## src/rtl/controle_janelas.sv

```systemverilog
// controle_janelas: N_CH independent window channels. Each channel filters its
// light and humidity sensors, drives the open or close motor until the matching
// limit switch is reached, inserts an idle cycle on every direction reversal,
// and latches a fault on motor timeout or on both limit switches active at once.
module controle_janelas #(
  parameter int N_CH    = 4,
  parameter int DEB_CYC = 4,
  parameter int TIMEOUT = 100,
  parameter int TO_W    = 8
) (
  input  logic            CLK,
  input  logic            RST,
  input  logic [N_CH-1:0] CLARO,
  input  logic [N_CH-1:0] HUMIDADE,
  input  logic [N_CH-1:0] A,
  input  logic [N_CH-1:0] F,
  input  logic [N_CH-1:0] LIMPA,
  output logic [N_CH-1:0] ABRIR,
  output logic [N_CH-1:0] FECHAR,
  output logic [N_CH-1:0] FALHA
);

  // A one-cycle filter (DEB_CYC=1) still needs a 1-bit counter to stay legal.
  localparam int               CNT_W      = (DEB_CYC > 1) ? $clog2(DEB_CYC) : 1;
  localparam logic [CNT_W-1:0] CNT_LAST   = CNT_W'(DEB_CYC - 1);
  localparam logic [TO_W-1:0]  TIMER_LAST = TO_W'(TIMEOUT - 1);

  typedef enum logic [1:0] {
    ST_PARADO,
    ST_ABRINDO,
    ST_FECHANDO,
    ST_FALHA
  } state_t;

  state_t           state_q   [N_CH];
  state_t           state_d   [N_CH];
  logic [TO_W-1:0]  timer_q   [N_CH];
  logic [TO_W-1:0]  timer_d   [N_CH];
  logic [CNT_W-1:0] claro_cnt [N_CH];
  logic [CNT_W-1:0] hum_cnt   [N_CH];
  logic [N_CH-1:0]  claro_f;
  logic [N_CH-1:0]  hum_f;
  logic [N_CH-1:0]  fechar_req;
  logic [N_CH-1:0]  abrir_req;

  // Sensor debounce: a raw value must differ from the filtered one for
  // DEB_CYC consecutive edges before the filtered value follows it.
  always_ff @(posedge CLK) begin
    // NOTE: sequential state uses non-blocking assignments so every register
    // updates from pre-edge values regardless of statement order.
    if (RST) begin
      claro_f <= '0;
      hum_f   <= '0;
      // NOTE: these per-channel arrays are individual flops rather than a RAM,
      // so resetting every element is intended and cheap.
      for (int i = 0; i < N_CH; i++) begin
        claro_cnt[i] <= '0;
        hum_cnt[i]   <= '0;
      end
    end else begin
      for (int i = 0; i < N_CH; i++) begin
        if (CLARO[i] == claro_f[i]) begin
          claro_cnt[i] <= '0;
        end else if (claro_cnt[i] == CNT_LAST) begin
          claro_f[i]   <= CLARO[i];
          claro_cnt[i] <= '0;
        end else begin
          claro_cnt[i] <= claro_cnt[i] + CNT_W'(1);
        end

        if (HUMIDADE[i] == hum_f[i]) begin
          hum_cnt[i] <= '0;
        end else if (hum_cnt[i] == CNT_LAST) begin
          hum_f[i]   <= HUMIDADE[i];
          hum_cnt[i] <= '0;
        end else begin
          hum_cnt[i] <= hum_cnt[i] + CNT_W'(1);
        end
      end
    end
  end

  // Either humidity or light asks for a closed window; otherwise open it.
  assign fechar_req = hum_f | claro_f;
  assign abrir_req  = ~hum_f & ~claro_f;

  // State and motion-timer registers.
  always_ff @(posedge CLK) begin
    if (RST) begin
      for (int i = 0; i < N_CH; i++) begin
        state_q[i] <= ST_PARADO;
        timer_q[i] <= '0;
      end
    end else begin
      for (int i = 0; i < N_CH; i++) begin
        state_q[i] <= state_d[i];
        timer_q[i] <= timer_d[i];
      end
    end
  end

  // Next-state logic. The timer counts only while staying in a motion state,
  // so it is zero on every entry into ABRINDO/FECHANDO. Limit checks precede
  // the timeout check, so a limit hit on the last allowed cycle stops cleanly.
  always_comb begin
    for (int i = 0; i < N_CH; i++) begin
      // NOTE: defaults first so every path assigns and no latch is inferred.
      state_d[i] = state_q[i];
      timer_d[i] = '0;
      case (state_q[i])
        ST_PARADO: begin
          if (A[i] && F[i])                    state_d[i] = ST_FALHA;
          else if (fechar_req[i] && !F[i])     state_d[i] = ST_FECHANDO;
          else if (abrir_req[i] && !A[i])      state_d[i] = ST_ABRINDO;
        end
        ST_ABRINDO: begin
          if (A[i] && F[i])                    state_d[i] = ST_FALHA;
          else if (A[i])                       state_d[i] = ST_PARADO;
          else if (fechar_req[i])              state_d[i] = ST_PARADO;
          else if (timer_q[i] == TIMER_LAST)   state_d[i] = ST_FALHA;
          else                                 timer_d[i] = timer_q[i] + TO_W'(1);
        end
        ST_FECHANDO: begin
          if (A[i] && F[i])                    state_d[i] = ST_FALHA;
          else if (F[i])                       state_d[i] = ST_PARADO;
          else if (abrir_req[i])               state_d[i] = ST_PARADO;
          else if (timer_q[i] == TIMER_LAST)   state_d[i] = ST_FALHA;
          else                                 timer_d[i] = timer_q[i] + TO_W'(1);
        end
        ST_FALHA: begin
          if (LIMPA[i])                        state_d[i] = ST_PARADO;
        end
        default:                               state_d[i] = ST_PARADO;
      endcase
    end
  end

  // Moore outputs decoded straight from the state register.
  always_comb begin
    ABRIR  = '0;
    FECHAR = '0;
    FALHA  = '0;
    for (int i = 0; i < N_CH; i++) begin
      ABRIR[i]  = (state_q[i] == ST_ABRINDO);
      FECHAR[i] = (state_q[i] == ST_FECHANDO);
      FALHA[i]  = (state_q[i] == ST_FALHA);
    end
  end

endmodule

```

## config.mk

```make
export PLATFORM = sky130hd
export DESIGN_NAME = controle_janelas
export DESIGN_NICKNAME = d
export VERILOG_FILES = /design/src/rtl/controle_janelas.sv
export SDC_FILE = /design/constraint.sdc
export NUM_CORES = 1
export LEC_CHECK = 0
export ABC_AREA = 1
export BUFFER_PORTS_ARGS = -buffer_cell sky130_fd_sc_hd__buf_4
export CAP_MARGIN = 25
export CELL_PAD_IN_SITES_DETAIL_PLACEMENT = 0
export CELL_PAD_IN_SITES_GLOBAL_PLACEMENT = 1
export CORE_UTILIZATION = 39
export CTS_CLUSTER_DIAMETER = 60
export DETAILED_ROUTE_END_ITERATION = 16
export PLACE_DENSITY_LB_ADDON = 0.08
export SLEW_MARGIN = 20
export SYNTH_ARGS = -nofsm -noshare
export SYNTH_HDL_FRONTEND = slang
export SYNTH_SLANG_ARGS = --single-unit
```

## constraint.sdc

```tcl
create_clock -name CLK -period 1.3 [get_ports CLK]
set_input_delay 0.26 -clock CLK [delete_from_list [all_inputs] [get_ports CLK]]
set_output_delay 0.26 -clock CLK [all_outputs]
set_load 0.005 [all_outputs]
```

* Word level (Yosys, flattened, before mapping)
Memories as Yosys holds them, arrays and structs flattened. Index checks and enable logic that the tools add are counted.
Operators by class: multiplexer cells 203, add/sub/neg operators 12, $lt $le $gt $ge 0, bitwise gates (word level) 44, reduce and logical (&&, ||, !) cells 32, shift-type cells 0, equal/unequal tests 32, $mul 0, div/mod/pow operators 0
Operators by type and width (number):
- $mux 8 | 32
- $mux 2 | 72
- $mux 1 | 91
- $pmux 8 s2 | 4
- $add 8x1->8 const B | 4
- $eq 2x2->1 const B | 16
- $eq 8x7->1 const B | 4
- $or 1x1->1 | 32
- $pmux 2 s4 | 4
- $add 2x1->2 const B | 8
- $reduce_and 2->1 | 8
- $logic_and 1x1->1 | 12
- $eq 1x1->1 | 8
- $eq 2x1->1 const B | 4
- $logic_not 1->1 | 8
- $logic_not 2->1 | 4
- $not 1->1 | 8
- $not 4->4 | 2
- $and 4x4->4 | 1
- $or 4x4->4 | 1
Storage, ports and cells: memory bits (writable) 56, logic and storage cells 335, ROM bits 0, output and inout port bits 12, memories 4, latch bits 0, bits in registers 8, bits of input ports 22
Memory list:
- timer_q | depth 4, width 8, read ports 4, clocked after Yosys merged registers in 0, write ports 4, RTL line 37 | logic [TO_W-1:0] timer_q [N_CH];
- claro_cnt | depth 4, width 2, read ports 4, clocked after Yosys merged registers in 0, write ports 4, RTL line 39 | logic [CNT_W-1:0] claro_cnt [N_CH];
- hum_cnt | depth 4, width 2, read ports 4, clocked after Yosys merged registers in 0, write ports 4, RTL line 40 | logic [CNT_W-1:0] hum_cnt [N_CH];
- state_q | depth 4, width 2, read ports 4, clocked after Yosys merged registers in 0, write ports 4, RTL line 35 | state_t state_q [N_CH];

* Logic depth before layout (Yosys ltp)
depth after elaboration 8, depth in mapped cells 11, mapped depth without buffers 11

* Worst setup path after synthesis
Ideal clock, no wire load.
path kind register -> register, start mem state_q[1][0] in the netlist's numbering, end mem state_q[1][0] in the netlist's numbering, arrival 1296 ps, period minus slack after synthesis 1411 ps, library setup time 115 ps, path buffers 0, data required time 1185 ps, stages on the path, launching flop included 11, setup slack -111 ps, cell sequence dfxtp_1 > inv_1 > ha_1 > nor2_1 > nand2_1 > inv_1 > nand3_1 > nand2_1 > inv_1 > a21oi_1 > nor2_1
RTL lines (RTL line):
- from (decl) | 35

==> impl_summary.md <==
Final layout
The post-synthesis to final-layout area growth is 48.1%. Of the cells placed in the final design, the portion with a size suffix greater than 1 is 0.386. The most common library cell in the layout ignoring fill and taps is sky130_fd_sc_hd__nand2_1. The final standard cell utilization of the core is 0.598.

The final layout contains 610 nets. The number of filler cells placed in the layout is 784. In the final layout, flip-flops and latches occupy 0.00147 mm^2. The top cell types in the final layout, fill and taps aside, are 74 x sky130_fd_sc_hd__nand2_1, 58 x sky130_fd_sc_hd__inv_1, 58 x sky130_fd_sc_hd__nor2_1. The repair_antennas step left the layout with diodes totalling 0. The footprint of the multi-input gates is 0.00242 mm^2.

Clock network
The clock tree root driver cell is sky130_fd_sc_hd__clkbuf_8. The maximum number of buffers from clock root to sink is 2. The H-tree depth is 3. TritonCTS built the clock tree. After clock tree synthesis, the clock-pin slew on the worst setup and hold paths is 0.07 ns. The clock buffer count from CTS is 9. For the worst-skew pair, the clock arrives at the later sink with an insertion delay of 0.34 ns.

The clock net in this run drives a total of 64 sinks. For this design, the CTS-stage hold fixing added 0 buffers.

Worst setup path
The required time of the critical path is 1.04 ns. Traced cell by cell, the critical path runs through buf_6 -> ha_4 -> buf_6 -> buf_6. The kind of cell with the highest combined delay along the critical path is flip-flops.

The depth of the most critical reg-to-reg path is 11. The dominant cell type by count on the critical path is sky130_fd_sc_hd__buf_6. The category of the worst setup path capture point is a primary output.

The worst path arrival time is 1.19 ns. The critical path is of the register to primary output type. The startpoint of the lowest-slack register-to-register path is state_q[2][0].

The standard cell with the maximum stage delay on the critical path is sky130_fd_sc_hd__dfxtp_4. The worst register-to-register path has a setup slack of -0.10 ns. The biggest cell delay along the critical path is 0.36 ns. The worst register-to-register path ends at state_q[2][1]. The largest driver fanout on the critical path is 2. The number of buffers and inverters on the critical path is 3. STA classifies the critical path startpoint as a register.

Worst hold path
For hold timing, the worst endpoint is hum_f[0]. Along the worst hold path, the cell count comes to 3. The critical hold path startpoint is HUMIDADE[0]. The kind of path behind the tightest hold check is primary input to register.

STA
The final-report max-slew violation count is 0. Once routing completed, OpenROAD measured the worst setup slack at -0.153 ns. Subtracting the final worst setup slack from the clock period gives 1.45 ns. On the final layout, the worst clock skew is 0.00568 ns. The number of hold violations in the final report is 0. Setup repair after global routing could not meet its margin everywhere. The highest attainable clock frequency is 688 MHz.

Setup violations remaining at the end of the flow were counted as 25. The share of the clock period used by the worst path after layout is 1.12.

Run status
The flow ran to the end, but the final reports show violations. The checks that failed: negative setup slack.

Yosys
The fraction of registers with async set/reset is 0. After synthesis the cells add up to 0.00352 mm^2. Yosys printed 0 warnings. A synthesized cell averages 7.63 um^2. The number of storage elements in the synthesis netlist is 64. The gate count of the mapped netlist is 461. The share of the yosys chip area belonging to registers is 0.410. The count of unique library cells instantiated by Yosys is 26. The number of synthesized flops with an enable pin is 16. The most used flip-flop cell after synthesis is sky130_fd_sc_hd__dfxtp_1.

Global routing
The first-pass GRT wire length is 13300 um. The number of antenna violations at the first check in global routing was 0. In the global route stage, overall resource usage came out at 0.172.

The via count of the first global-routing pass came to 3062. The residual overflow from global routing is 0. The pin count of the biggest net entering global routing is 25.

Floorplan
For this configuration, the core starts out at a cell density of 0.404. The die width is 97 um. The area of the placeable core is 0.00872 mm^2.

The count of standard-cell rows is 34. The count of boundary I/O pins is 34. The die covers 0.00941 mm^2. Measured along the y axis, the die boundary spans 97 um.

Routing
The routed wire length is 7810 um. The average via count per standard cell is 4.63. The number of detailed-routing iterations run before antenna repair is 4. The detailed route wirelength on metal3 is 186 um. The number of DRC violations after detailed-routing iteration 0 is 71.

After detailed routing, the average wire length per cell comes to 11.6 um. The highest routing layer actually used is met4. The met2 wire length is 3930 um. In this run the remaining antenna-violating nets after routing total 0. The final routed DRC violation total is 0. The detailed router placed 3117 vias in this run. The detailed router put a total of 3570 um of wire on met1.

Pwr
The power per unit of standard cell area is 1680 mW/mm^2. IR analysis of the VDD net gives a maximum drop of 1.08 mV. The analysis attributes to cell leakage a power of 2.28 nW. The sum of internal, switching and leakage power is 8.77 mW.

Place
The count of port buffers added during placement is 33. Once detailed placement completed, the half-perimeter wirelength came to 5140 um. The placer congestion estimate is 0.767.

Run
The number of violations of the max-capacitance limit is 0.
==> how the worst max path moves through the flow <==
stage                             start       endpoint  slack [ns]  depth (start not counted)
final                     state_q[2][0]       FALHA[2]       -0.15                          4
after global routing      state_q[2][0]       FALHA[2]       -0.19                          4
after CTS                 state_q[1][0]       ABRIR[1]       -0.14                          4
after detailed placement  state_q[1][0]  state_q[1][0]       -0.13                         10
after global placement    state_q[3][0]  state_q[3][1]       -0.10                         10
after floorplan           state_q[1][0]  state_q[1][0]       -0.03                         10
==> stage by stage <==
stage	setup TNS, ns	instance area (um^2)	setup slack, ns	hold WS (ns)	instances
CTS	-1.57	4860	-0.143	0.156	667
global placement	-0.485	4200	-0.103	0.421	643
floorplan	-0.0319	3610	-0.0319	0.329	476
detailed placement	-0.728	4200	-0.128	0.431	643
global route	-3.70	5210	-0.193	0.168	673
finish	-1.63	5210	-0.153	0.173	673
==> state kept, by name (all words and copies together) (netlist names) <==
register   flops
hum_f          4
state_q        8
timer_q       32
hum_cnt        8
claro_cnt      8
claro_f        4
==> timing repair <==
item	in CTS	in global routing
setup endpoints to repair	34	48
pin swaps	25	37
hold endpoints to repair	0	0
resized for setup	95	84
gates cloned	0	0
setup buffers	8	6
==> report_power, final <==
| part | switching [mW] | total (mW) | internal (mW) |
|---|---|---|---|
| sequential | 0.196 | 2.47 | 2.27 |
| combinational | 2.16 | 4.58 | 2.42 |
| clock | 0.757 | 1.72 | 0.960 |
==> logic make-up (layout without fill, tap and decap cells) <==
kind of cell             count (synthesis)  in the layout  share of synthesized area
AO/OA/AOI/OAI                           57             57                     0.0914
flip-flops                              64             64                      0.410
adder cells (fa/ha/maj)                 28             28                     0.0995
buffers and inverters                   71            160                     0.0778
AND/OR/NAND/NOR                        232            232                      0.301
other                                    1             16                    0.00107
XOR/XNOR                                 8              8                     0.0199
==> final cells by class <==
| class | count | area share |
|---|---|---|
| clock buffer | 14 | 0.0372 |
| clock inverter | 2 | 0.00192 |
| inverter | 69 | 0.0516 |
| multi-input combinational | 341 | 0.464 |
| sequential | 64 | 0.281 |
| tap | 108 | 0.0259 |
| timing repair buffer | 75 | 0.139 |
==> synthesized netlist by cell type, types with 2 or more instances <==
| cell type | count | share of area |
|---|---|---|
| sky130_fd_sc_hd__nand4_4 | 3 | 0.018 |
| sky130_fd_sc_hd__edfxtp_1 | 16 | 0.14 |
| sky130_fd_sc_hd__nand2_1 | 94 | 0.10 |
| sky130_fd_sc_hd__dfxtp_1 | 48 | 0.27 |
| sky130_fd_sc_hd__o21bai_1 | 4 | 0.0085 |
| sky130_fd_sc_hd__ha_1 | 28 | 0.10 |
| sky130_fd_sc_hd__inv_1 | 68 | 0.073 |
| sky130_fd_sc_hd__nor3_1 | 12 | 0.017 |
| sky130_fd_sc_hd__buf_4 | 2 | 0.0043 |
| sky130_fd_sc_hd__nor3b_2 | 3 | 0.011 |
| sky130_fd_sc_hd__nor2_1 | 77 | 0.082 |
| sky130_fd_sc_hd__nor3_2 | 3 | 0.0085 |
| sky130_fd_sc_hd__nand3_1 | 20 | 0.028 |
| sky130_fd_sc_hd__and3_1 | 4 | 0.0071 |
| sky130_fd_sc_hd__nand2_2 | 5 | 0.0089 |
| sky130_fd_sc_hd__o211ai_1 | 8 | 0.017 |
| sky130_fd_sc_hd__xor2_1 | 5 | 0.012 |
| sky130_fd_sc_hd__a21oi_1 | 34 | 0.048 |
| sky130_fd_sc_hd__o21ai_0 | 9 | 0.013 |
| sky130_fd_sc_hd__xnor2_1 | 3 | 0.0075 |
| sky130_fd_sc_hd__nor2_2 | 10 | 0.018 |
==> metal layers <==
| metal | vias up | global-route usage |
|---|---|---|
| met2 | 34 | 0.288 |
| met5 | - | 0 |
| met1 | 1407 | 0.214 |
| met4 | 0 | 0.0735 |
| li1 | 1663 | - |
| met3 | 13 | 0.0347 |
==> worst reg2reg max path: cells and delay by family, from the launching register on <==
kind | cells | cell delay, ns
AND/OR/NAND/NOR | 6 | 0.44
flip-flops | 1 | 0.37
buffers and inverters | 3 | 0.21
AO/OA/AOI/OAI | 1 | 0.05
adder cells (fa/ha/maj) | 1 | 0.22
Power figures use the tool's default switching activity.
